## config.mk

```make
export PLATFORM = sky130hd
export DESIGN_NAME = fp32_stage_mul_finalize_flat
export DESIGN_NICKNAME = d
export VERILOG_FILES = /design/src/rtl/fp32_stage_mul_finalize_pkg.sv /design/src/rtl/fp32_stage_mul_finalize_if.sv /design/src/rtl/fp32_stage_mul_finalize_round_rne.sv /design/src/rtl/fp32_stage_mul_finalize.sv /design/src/flat_wrapper.sv
export SDC_FILE = /design/constraint.sdc
export NUM_CORES = 1
export LEC_CHECK = 0
export CAP_MARGIN = 15
export CORE_MARGIN = 1
export CORE_UTILIZATION = 48
export DETAILED_ROUTE_END_ITERATION = 10
export HOLD_SLACK_MARGIN = 0.12
export PLACE_DENSITY = 0.8
export SETUP_SLACK_MARGIN = 0.4
export SLEW_MARGIN = 20
export SYNTH_ARGS = -nofsm -noshare
export SYNTH_HDL_FRONTEND = slang
export SYNTH_SLANG_ARGS = --single-unit
```

## constraint.sdc

```tcl
create_clock -name clk -period 3.9 [get_ports clk]
set_input_delay 0.78 -clock clk [delete_from_list [all_inputs] [get_ports clk]]
set_output_delay 0.78 -clock clk [all_outputs]
set_load 0.02 [all_outputs]
```

## src/rtl/fp32_stage_mul_finalize_pkg.sv

```systemverilog
// Shared FP32 types and constants for the multiplier finalize path.
// The stage-1 register struct carries one normalized, not-yet-rounded beat.
package fp32_stage_mul_finalize_pkg;
   typedef logic [31:0] word_t;

   localparam int         FP32_EXP_BIAS = 127;
   localparam logic [7:0] FP32_EXP_MAX  = 8'hFF;
   localparam word_t      FP32_QNAN     = 32'h7FC00000;

   typedef struct packed {
      logic is_nan;
      logic is_inf;
      logic is_zero;
   } fp32_flags_t;

   // exp_s is a two's-complement 11-bit exponent; reinterpret with $signed.
   typedef struct packed {
      logic        sign;
      logic [10:0] exp_s;
      logic [22:0] mant;
      logic        guard;
      logic        sticky;
      fp32_flags_t flags;
   } fp32_norm_t;
endpackage

```

## src/rtl/fp32_stage_mul_finalize_if.sv

```systemverilog
// Input beat and output result handshake bundle of the multiplier finalize stage.
// slave is the stage side, master is the producer/consumer side.
interface fp32_stage_mul_finalize_if;
   logic        valid_i;
   logic        ready_o;
   logic [47:0] product;
   logic [9:0]  exponent_sum;
   logic        sign;
   logic        is_zero;
   logic        is_inf;
   logic        is_nan;
   logic [31:0] result;
   logic        valid_o;
   logic        ready_i;

   modport slave (
      input  valid_i, product, exponent_sum, sign, is_zero, is_inf, is_nan, ready_i,
      output ready_o, result, valid_o
   );

   modport master (
      output valid_i, product, exponent_sum, sign, is_zero, is_inf, is_nan, ready_i,
      input  ready_o, result, valid_o
   );
endinterface

```

## src/rtl/fp32_stage_mul_finalize_round_rne.sv

```systemverilog
// Combinational round-to-nearest-even of a 23-bit mantissa with guard/sticky; a
// mantissa carry wraps the fraction to zero and bumps the exponent.
module fp32_round_rne #(
   parameter bit ROUND_RNE = 1'b1
) (
   input  logic [22:0]        mant,
   input  logic               guard,
   input  logic               sticky,
   input  logic signed [10:0] exp_s,
   output logic [22:0]        mant_r,
   output logic signed [10:0] exp_final
);
   logic round_up;
   logic carry;

   assign round_up       = ROUND_RNE && guard && (sticky || mant[0]);
   assign {carry, mant_r} = {1'b0, mant} + {23'd0, round_up};
   assign exp_final      = exp_s + $signed({10'd0, carry});
endmodule

```

## src/rtl/fp32_stage_mul_finalize.sv

```systemverilog
// FP32 multiply finalize: normalize, round, rebias, pack; 2-cycle valid/ready pipeline,
// 1 beat/cycle, both stages hold under ready_i backpressure and ready_o drops when full.
module fp32_stage_mul_finalize
   import fp32_stage_mul_finalize_pkg::*;
#(
   parameter int EXP_BIAS  = FP32_EXP_BIAS,
   parameter bit ROUND_RNE = 1'b1
) (
   input logic clk,
   input logic rst,
   fp32_stage_mul_finalize_if.slave bus
);
   fp32_norm_t         s1;
   fp32_norm_t         norm_d;
   logic               s1_valid;
   logic               s1_en;
   logic               s2_en;
   logic               valid_q;
   word_t              result_q;
   word_t              pack_d;
   logic [22:0]        mant_r;
   logic signed [10:0] exp_final;

   assign s2_en       = !valid_q || bus.ready_i;
   assign s1_en       = !s1_valid || s2_en;
   assign bus.ready_o = s1_en;
   assign bus.valid_o = valid_q;
   assign bus.result  = result_q;

   // Product of two 1.x significands lies in [1,4); bit 47 set means a one-place shift.
   always_comb begin
      norm_d               = '0;
      norm_d.sign          = bus.sign;
      norm_d.flags.is_nan  = bus.is_nan;
      norm_d.flags.is_inf  = bus.is_inf;
      norm_d.flags.is_zero = bus.is_zero;
      norm_d.exp_s         = {1'b0, bus.exponent_sum} - 11'(EXP_BIAS) + {10'd0, bus.product[47]};
      if (bus.product[47]) begin
         norm_d.mant   = bus.product[46:24];
         norm_d.guard  = bus.product[23];
         norm_d.sticky = |bus.product[22:0];
      end else begin
         norm_d.mant   = bus.product[45:23];
         norm_d.guard  = bus.product[22];
         norm_d.sticky = |bus.product[21:0];
      end
   end

   fp32_round_rne #(.ROUND_RNE(ROUND_RNE)) u_round (
      .mant      (s1.mant),
      .guard     (s1.guard),
      .sticky    (s1.sticky),
      .exp_s     ($signed(s1.exp_s)),
      .mant_r    (mant_r),
      .exp_final (exp_final)
   );

   always_comb begin
      pack_d = '0;
      if (s1.flags.is_nan)
         pack_d = FP32_QNAN;
      else if (s1.flags.is_inf)
         pack_d = {s1.sign, FP32_EXP_MAX, 23'd0};
      else if (s1.flags.is_zero)
         pack_d = {s1.sign, 31'd0};
      else if (exp_final >= 11'sd255)
         pack_d = {s1.sign, FP32_EXP_MAX, 23'd0};
      else if (exp_final <= 11'sd0)
         pack_d = {s1.sign, 31'd0};
      else
         pack_d = {s1.sign, exp_final[7:0], mant_r};
   end

   always_ff @(posedge clk) begin
      if (rst) begin
         s1       <= '0;
         s1_valid <= 1'b0;
         valid_q  <= 1'b0;
         result_q <= '0;
      end else begin
         if (s1_en) begin
            s1       <= norm_d;
            s1_valid <= bus.valid_i;
         end
         if (s2_en) begin
            valid_q  <= s1_valid;
            result_q <= pack_d;
         end
      end
   end
endmodule

```

## src/flat_wrapper.sv

```systemverilog
// flat-port wrapper written by rule: the top's interface ports become plain ports
module fp32_stage_mul_finalize_flat import fp32_stage_mul_finalize_pkg::*;
#(
   parameter int EXP_BIAS  = FP32_EXP_BIAS,
   parameter bit ROUND_RNE = 1'b1
)
  (clk, rst, bus_valid_i, bus_product, bus_exponent_sum, bus_sign, bus_is_zero, bus_is_inf, bus_is_nan, bus_ready_i, bus_ready_o, bus_result, bus_valid_o);
  fp32_stage_mul_finalize_if bus_i ();
  input logic clk;
  input logic rst;
  input wire logic [$bits(bus_i.valid_i)-1:0] bus_valid_i;
  input wire logic [$bits(bus_i.product)-1:0] bus_product;
  input wire logic [$bits(bus_i.exponent_sum)-1:0] bus_exponent_sum;
  input wire logic [$bits(bus_i.sign)-1:0] bus_sign;
  input wire logic [$bits(bus_i.is_zero)-1:0] bus_is_zero;
  input wire logic [$bits(bus_i.is_inf)-1:0] bus_is_inf;
  input wire logic [$bits(bus_i.is_nan)-1:0] bus_is_nan;
  input wire logic [$bits(bus_i.ready_i)-1:0] bus_ready_i;
  output wire logic [$bits(bus_i.ready_o)-1:0] bus_ready_o;
  output wire logic [$bits(bus_i.result)-1:0] bus_result;
  output wire logic [$bits(bus_i.valid_o)-1:0] bus_valid_o;
  assign bus_i.valid_i = bus_valid_i;
  assign bus_i.product = bus_product;
  assign bus_i.exponent_sum = bus_exponent_sum;
  assign bus_i.sign = bus_sign;
  assign bus_i.is_zero = bus_is_zero;
  assign bus_i.is_inf = bus_is_inf;
  assign bus_i.is_nan = bus_is_nan;
  assign bus_i.ready_i = bus_ready_i;
  assign bus_ready_o = bus_i.ready_o;
  assign bus_result = bus_i.result;
  assign bus_valid_o = bus_i.valid_o;
  fp32_stage_mul_finalize #(.EXP_BIAS(EXP_BIAS), .ROUND_RNE(ROUND_RNE)) u_core (.clk(clk), .rst(rst), .bus(bus_i));
endmodule
```

# == Word-level counts from Yosys, hierarchy flattened ==
# Cells that the tools add are included.
# word_totals
register_bits,74
output_inout_bits,34
word_cells,31
input_bits,66
# classes
order_cmp,2
muxes,6
n_reduce_logical,8
add_sub_neg,4
# ops
op,n
2-to-1 mux 31 bit,4
2-to-1 mux 32 bit,1
2-to-1 mux 25 bit,1
adder 23 x 1 -> 24 bit,1
OR reduction 23 bit,1
OR reduction 22 bit,1
adder 11 x 1 -> 11 bit,1
adder 11 x 2 -> 11 bit,1
>= comparator 11 x 9 -> 1 bit (second input constant),1
<= comparator 11 x 1 -> 1 bit (second input constant),1
subtractor 10 x 7 -> 11 bit (second input constant),1
logical OR 1 bit,3
zero test 1 bit,2
logical AND 1 bit,1

# == Logic depth before layout (Yosys ltp) ==
# Gate-level depths: netlist of run 1.
# depth
word_depth,10
depth_mapped,14

# == Hierarchy ==
# From an unflattened synthesis of run 1, not the netlist that was laid out.
# unflattened
hier_cells,403
hier_area_um2,3633.5
# modules_own_cells
module,cells_each,area_each_um2,n_inst,seq_area_each_um2
fp32_stage_mul_finalize,315,3009.1,1,1481.4
fp32_round_rne,88,624.3,1,0.0

# == Worst setup path after synthesis of run 1 ==
# OpenSTA, ideal clock, no wires.
# synth_path
path_type,register -> register
startpoint,register u_core.s1[5] in the netlist's numbering
endpoint,register u_core.result_q[0] (netlist: u_core.bus.result[0])
required_ns,3.783
n_path_buf,0
path_stages_with_launch,14
t_arrival_ns,2.942
synth_period_minus_slack_ns,3.059
slack_ns,0.841
path_cell_list,dfxtp_1 o21a_1 ha_1 and4_1 and3_1 and3_1 ha_1 ha_1 nand3_4 or3_4 a2111oi_4 nor2_2 and3_4 a32o_1
# synth_via
elab_chain_len,10
word_cells_on_any_way,11
cone_classes,add/sub: 2; order compare: 2; mux: 5; reduce/logical: 2
# synth_rtl
item,line_no,rtl
from (decl),fp32_stage_mul_finalize.sv:13,fp32_norm_t s1;
from (signal assigned),fp32_stage_mul_finalize.sv:82,s1 <= norm_d;
logical OR 1 bit,fp32_stage_mul_finalize_round_rne.sv:16,assign round_up = ROUND_RNE && guard && (sticky || mant[0]);
logical AND 1 bit,fp32_stage_mul_finalize_round_rne.sv:16,
adder 23 x 1 -> 24 bit *,fp32_stage_mul_finalize_round_rne.sv:17,"assign {carry, mant_r} = {1'b0, mant} + {23'd0, round_up};"
adder 11 x 2 -> 11 bit,fp32_stage_mul_finalize_round_rne.sv:18,"assign exp_final = exp_s + $signed({10'd0, carry});"
<= comparator 11 x 1 -> 1 bit,fp32_stage_mul_finalize.sv:68,else if (exp_final <= 11'sd0)
2-to-1 mux 31 bit,fp32_stage_mul_finalize.sv:68,
2-to-1 mux 31 bit *,fp32_stage_mul_finalize.sv:66,else if (exp_final >= 11'sd255)
2-to-1 mux 31 bit *,fp32_stage_mul_finalize.sv:64,else if (s1.flags.is_zero)
2-to-1 mux 31 bit *,fp32_stage_mul_finalize.sv:62,else if (s1.flags.is_inf)
2-to-1 mux 32 bit *,fp32_stage_mul_finalize.sv:60,if (s1.flags.is_nan)
to (signal assigned),fp32_stage_mul_finalize.sv:87,result_q <= pack_d;
to (decl),fp32_stage_mul_finalize.sv:19,word_t result_q;
# Every way passes the cells marked *; elsewhere a longest branch is shown, timed or not.
# A chain may end at the register's enable or synchronous reset.

# == Worst setup path after layout of run 1 ==
# layout_path
startpoint,register u_core.s1[5] in the netlist's numbering
endpoint,register u_core.result_q[1] (netlist: u_core.bus.result[1])
# The elaborated chain is that of the path after synthesis.

==> results of run 1 <==
registers in the layout, summed over array words and instances (netlist names):
signal / count
u_core.s1: 40
u_core.bus.result: 32
u_core.bus.valid_o: 1
u_core.s1_valid: 1
area by class of cell:
type	count	area, µm²	area share [%]
multi-input combinational	323	2010	41.2
sequential	74	1480	30.3
timing repair buffer	106	1050	21.4
clock buffer	9	124	2.54
tap	99	124	2.54
clock inverter	7	60.1	1.23
inverter	9	33.8	0.692
metal layers:
| metal | vias to the layer above | track usage, % | wire length, µm |
|---|---|---|---|
| met5 | - | 0 | 0 |
| met1 | 1548 | 30.4 | 4030 |
| li1 | 1714 | - | - |
| met2 | 99 | 38.1 | 4220 |
| met4 | 0 | 10.8 | 166 |
| met3 | 13 | 4.89 | 488 |
worst register-to-register path, stage by stage, from the launching register on:
cell	delay (ns)
dfxtp_1	0.37
o21a_1	0.12
ha_1	0.17
and4_1	0.27
and3_1	0.19
and3_1	0.16
ha_1	0.20
ha_2	0.25
nand3_4	0.12
or3_4	0.42
a2111oi_4	0.38
nor2_2	0.06
and3_4	0.19
a32o_1	0.25
timing repair:
item / 4_1_cts / 5_1_grt
hold buffers: 0 / 0
endpoints found under the hold margin: 0 / 0
gates resized for setup: 0 / 3
buffers inserted: 0 / 0
endpoints found under the setup margin: 0 / 22
through the flow:
stage                     std cells  cell area [µm²]  worst slack [ns]
after floorplan                 431             3640             0.841
after global placement          611             4690             0.712
after detailed placement        611             4690             0.546
after CTS                       627             4870             0.537
after global routing            627             4880             0.449
final                           627             4880             0.649
synthesized netlist by cell type (2+ instances only):
| cell | count | area share, % |
|---|---|---|
| o21ai_0 | 23 | 3.2 |
| nor2_1 | 62 | 6.4 |
| nor4_1 | 5 | 0.86 |
| ha_1 | 6 | 2.1 |
| a31oi_1 | 2 | 0.34 |
| nand4_1 | 10 | 1.7 |
| and3_1 | 9 | 1.5 |
| o21a_1 | 2 | 0.41 |
| o22ai_1 | 3 | 0.52 |
| clkbuf_2 | 2 | 0.27 |
| inv_1 | 9 | 0.93 |
| xor2_1 | 18 | 4.3 |
| dfxtp_1 | 74 | 41 |
| nand3b_1 | 2 | 0.41 |
| buf_1 | 2 | 0.21 |
| xnor2_1 | 19 | 4.6 |
| a211oi_1 | 38 | 7.8 |
| nor3_1 | 9 | 1.2 |
| nand3_1 | 13 | 1.8 |
| a21oi_1 | 10 | 1.4 |
| nand2b_1 | 2 | 0.34 |
| mux2i_1 | 24 | 6.6 |
| a32o_1 | 2 | 0.55 |
| nand2_1 | 50 | 5.2 |
| clkbuf_1 | 17 | 1.8 |
cell usage in the layout, fill, tap and decap left out, types with 10 or more instances in the layout:
cell type and n:
a211oi_1 38, a21oi_1 10, clkdlybuf4s50_1 99, dfxtp_1 74, mux2i_1 24, nand2_1 50, nand3_1 13, nand4_1 10
nor2_1 61, o21ai_0 23, xnor2_1 19, xor2_1 18
report_power, final:
part | internal, mW | switching, mW
clock | 0.240 | 0.310
combinational | 0.154 | 0.123
sequential | 0.802 | 0.0482
cell families (layout without fill, tap and decap cells):
logic type	Yosys count	after routing
AO/OA/AOI/OAI	84	84
XOR/XNOR	37	37
adder cells (fa/ha/maj)	6	6
buffers and inverters	34	131
flip-flops	74	74
multiplexers	24	24
AND/OR/NAND/NOR	172	172
how the worst max path moves through the flow:
stage	slack, ns	from	endpoint	cells after the start
6_report	0.65	u_core.s1[5]	u_core.bus.result[1]	13
5_1_grt	0.45	u_core.s1[5]	u_core.bus.result[20]	14
4_1_cts	0.54	u_core.s1[5]	u_core.bus.result[18]	14
3_5_place_dp	0.55	u_core.s1[5]	u_core.bus.result[18]	14
3_3_place_gp	0.71	u_core.s1[5]	u_core.bus.result[1]	13
2_1_floorplan	0.84	u_core.s1[5]	u_core.bus.result[0]	13
==> results.toml, run 1 <==
[timing]
slew_viol_final = 0
final.setup.tns_ns = 0
fmax_ghz = 0.308
hold_viol = 0
rsz0062_at_grt = "false"
finalClockSkew_ns = 0.0126
relSlewSlack_pct = 54.1
setup_viol = 0
min_period_ns = 3.25
period_share_pct = 83.4
worstMarginPinSlew_ns = 0.689
holdWs_ns = 0.456

[hold_path]
worstHoldPathType = "flip-flop to flip-flop"
holdPathEnd = "u_core.bus.result[31]"
holdCritStartpoint = "u_core.bus.result[31]"
hold_path_depth = 2

[placement]
dp_hpwl_um = 6880
gp_congestion = 0.884
io_buffer_count = 99

[synth]
ys_ff_latch = 74
syn_avg_cell_area_um2 = 8.45
synth_top_family_by_area = "simple AND/OR/NAND/NOR gates"
synth-main-ff-cell = "dfxtp_1"
syn-num-nets = 503
synthXorXnorAreaFrac_pct = 8.90
synth_seq_area_share_pct = 40.7
synth_compound_area_share_pct = 15.6
ys_warn_count = 0
async_flop_share_pct = 0
synth-edff-count = 0
synth.distinct_cells = 43
syn_inst = 431
synth.area.mux_share_pct = 6.60
netlist_area_um2 = 3640
synth_fa_ha_area_share_pct = 2.06
synth-simple-area-share_pct = 22.0

[finish]
num_antenna_cells = 0
fillCellCount = 636
fin_util_pct = 67.0
drive_gt1_share_pct = 6.25
syn_to_final_growth_pct = 34.1
layout.nets = 595

[cts]
htreeDepth = 3
cts_made_buffers = 9
root_buffer = "clkbuf_8"
clockBufferDepth = 2
clkLatencyLatePin_ns = 0.37
clock_sinks = 74
clk_pin_slew_ns = 0.08
cts_tree = "yes"

[worst_setup_path]
reg2reg_slack_ns = 0.65
reg2reg_from = "u_core.s1[5]"
critPathCaptureType = "flip-flop"
criticalPathCategory = "flip-flop to flip-flop"
crit_required_ns = 4.16
cpMaxStageDelayCell = "or3_4"
arrival_ns = 3.51
r2r-end = "u_core.bus.result[1]"
cp_top_family = "simple AND/OR/NAND/NOR gates"
crit_fanout = 6
cp-start-kind = "flip-flop"
reg2regPathDepth = 13
crit_buf_inv = 0
max_stage_delay_ns = 0.42
path_cells = "o21a_1 > ha_1 > and4_1 > and3_1 > and3_1 > ha_1 > ha_2 > nand3_4 > or3_4 > a2111oi_4 > nor2_2 > and3_4 > a32o_1"

[drt]
via_count = 3374
vias_per_cell = 5.38
first_pass_iters = 4
drt_wl_total_um = 8900
antenna_left = 0
drt_iter0_drc = 136
drc = 0
wl_per_cell_um = 14.2

[die]
die_w_um = 89.1
fp.dieH_um = 89.1
initial_core_util_pct = 49.9
dieArea_um2 = 7940
core_um2 = 7290
io-pin-count = 100
num_rows = 31

[global_routing]
grt_pass1_vias = 3171
antenna_found_initial = 0
gr-total-overflow = 0
grt_pass1_wl_um = 14200
grt_max_degree = 74
track_usage_pct = 23.6

[status]
status = "finished clean"

[pwr]
p_leak_nw = 1.86
p_per_area_nw_per_um2 = 343
finalPower_mw = 1.68
irDropWorstVdd_mv = 0.151

[flow_run]
max_cap_viol_count = 0
No activity file was read; power rests on OpenSTA's default activity.
==> run 2, diff against run 1 <==
==> constraint.sdc (replaced) <==
create_clock -name clk -period 3.2 [get_ports clk]
set_input_delay 0.64 -clock clk [delete_from_list [all_inputs] [get_ports clk]]
set_output_delay 0.64 -clock clk [all_outputs]
set_load 0.02 [all_outputs]
==> results.toml, run 2 (synthesized netlist as in run 1, its figures left out) <==
[pwr]
finalPower_mw = 2.33
irDropWorstVdd_mv = 0.192
p_per_area_nw_per_um2 = 439
p_leak_nw = 2.05

[worst_setup_path]
crit_fanout = 5
r2r-end = "u_core.bus.result[5]"
reg2reg_slack_ns = 0.25
reg2reg_from = "u_core.s1[5]"
cp.depth = 17
criticalPathCategory = "flip-flop to flip-flop"
critPathMostFrequentCell = "buf_6"
crit_buf_inv = 4
path_cells = "o21a_1 > ha_2 > and4_4 > and3_4 > and3_4 > ha_4 > ha_4 > nand3_4 > buf_6 > o21ai_0 > buf_4 > a2111oi_4 > nor2_2 > nand4_1 > buf_6 > buf_6 > o21ai_1"
max_stage_delay_ns = 0.39
cp-startpoint = "u_core.s1[5]"
cp_top_family = "simple AND/OR/NAND/NOR gates"
cpMaxStageDelayCell = "a2111oi_4"
crit_end = "u_core.bus.result[5]"
arrival_ns = 3.19
crit_required_ns = 3.45
critPathCaptureType = "flip-flop"
reg2regPathDepth = 17
cp-start-kind = "flip-flop"

[finish]
layout.nets = 618
largest_reg_flops = 40
most-common-layout-cells = "clkdlybuf4s50_1, dfxtp_1, nor2_1"
regMostFlops = "u_core.s1"
syn_to_final_growth_pct = 45.8
layout_commonest_cell = "clkdlybuf4s50_1"
drive_gt1_share_pct = 16.3
num_antenna_cells = 0

[cts]
clockBufferDepth = 2
cts_tree = "yes"
cts_made_buffers = 9
root_buffer = "clkbuf_8"
htreeDepth = 3
clk_pin_slew_ns = 0.09
clkLatencyLatePin_ns = 0.36
clock_sinks = 74

[die]
dieArea_um2 = 7940
initial_core_util_pct = 49.9
num_rows = 31
fp.dieH_um = 89.1
io-pin-count = 100
die_w_um = 89.1
core_um2 = 7290

[global_routing]
antenna_found_initial = 0
gr-usage-met2_pct = 42.9
grt_max_degree = 74
grt_pass1_vias = 3317
grt_most_used_layer = "met2"
use_met3_pct = 5.36
gr-total-overflow = 0
track_usage_pct = 25.8
grt_pass1_wl_um = 15500
use_met1_pct = 32.6

[timing]
fmax_ghz = 0.339
setup_viol = 0
finalClockSkew_ns = 0.0171
relSlewSlack_pct = 54.7
rsz0062_at_grt = "true"
final.setup.tns_ns = 0
worstMarginPinSlew_ns = 0.679
slew_viol_final = 0
holdWs_ns = 0.453
hold_viol = 0
period_share_pct = 92.1
min_period_ns = 2.95

[placement]
gp_congestion = 0.828
io_buffer_count = 99
dp_hpwl_um = 6900

[drt]
vias_per_cell = 5.43
drt_wl_total_um = 10100
antenna_left = 0
drt_iter0_drc = 207
via_count = 3530
wl_per_cell_um = 15.6
drc = 0
first_pass_iters = 4

[hold_path]
holdCritStartpoint = "u_core.bus.result[13]"
worstHoldPathType = "flip-flop to flip-flop"

[status]
status = "finished clean"

[flow_run]
max_cap_viol_count = 0
run 2: area by class of cell:
| class | instances | area (µm²) |
|---|---|---|
| multi-input combinational | 323 | 2170 |
| fill | 547 | 1980 |
| sequential | 74 | 1490 |
| timing repair buffer | 129 | 1250 |
| clock inverter | 7 | 125 |
| clock buffer | 9 | 124 |
| tap | 99 | 124 |
| inverter | 9 | 33.8 |
run 2: tightest hold or removal path: stages, from the launching register on:
cell	delay [ns]
dfxtp_1	0.32
nand2_1	0.05
o21ai_1	0.05
run 2: power by group:
group / leakage (nW) / internal, mW / switching [mW]
Combinational: 1.31 / 0.213 / 0.179
Clock: 0.124 / 0.526 / 0.378
Sequential: 0.612 / 0.978 / 0.0595
run 2: how the worst min path moves through the flow:
stage / endpoint / depth (start not counted)
2_1_floorplan: u_core.bus.valid_o / 2
3_3_place_gp: u_core.bus.result[18] / 2
3_5_place_dp: u_core.bus.result[15] / 2
4_1_cts: u_core.bus.result[15] / 2
5_1_grt: u_core.bus.result[15] / 2
6_report: u_core.bus.result[13] / 2
run 2: layer usage:
metal  share of wire (%)  vias to the layer above
met3                 6.5                       18
met1                  42                     1624
met4                 1.8                        0
met5                   0                        -
met2                  49                      141
li1                    -                     1747
run 2: metrics by stage:
| step | setup slack (ns) | instances | util, % | cell area (µm²) |
|---|---|---|---|---|
| floorplan | 0.367 | 431 | - | 3660 |
| global placement | 0.214 | 617 | 65.2 | 4750 |
| detailed placement | 0.0717 | 617 | 65.2 | 4750 |
| CTS | 0.230 | 645 | 70.9 | 5170 |
| global route | 0.105 | 650 | 72.8 | 5310 |
| finish | 0.251 | 650 | 72.8 | 5310 |
run 2: timing repair:
action / in CTS / in global routing
pin swaps: 19 / 11
gates resized for setup: 39 / 24
cloned: 3 / 0
setup endpoints to repair: 31 / 31
hold buffers: 0 / 0
buffers inserted: 9 / 5
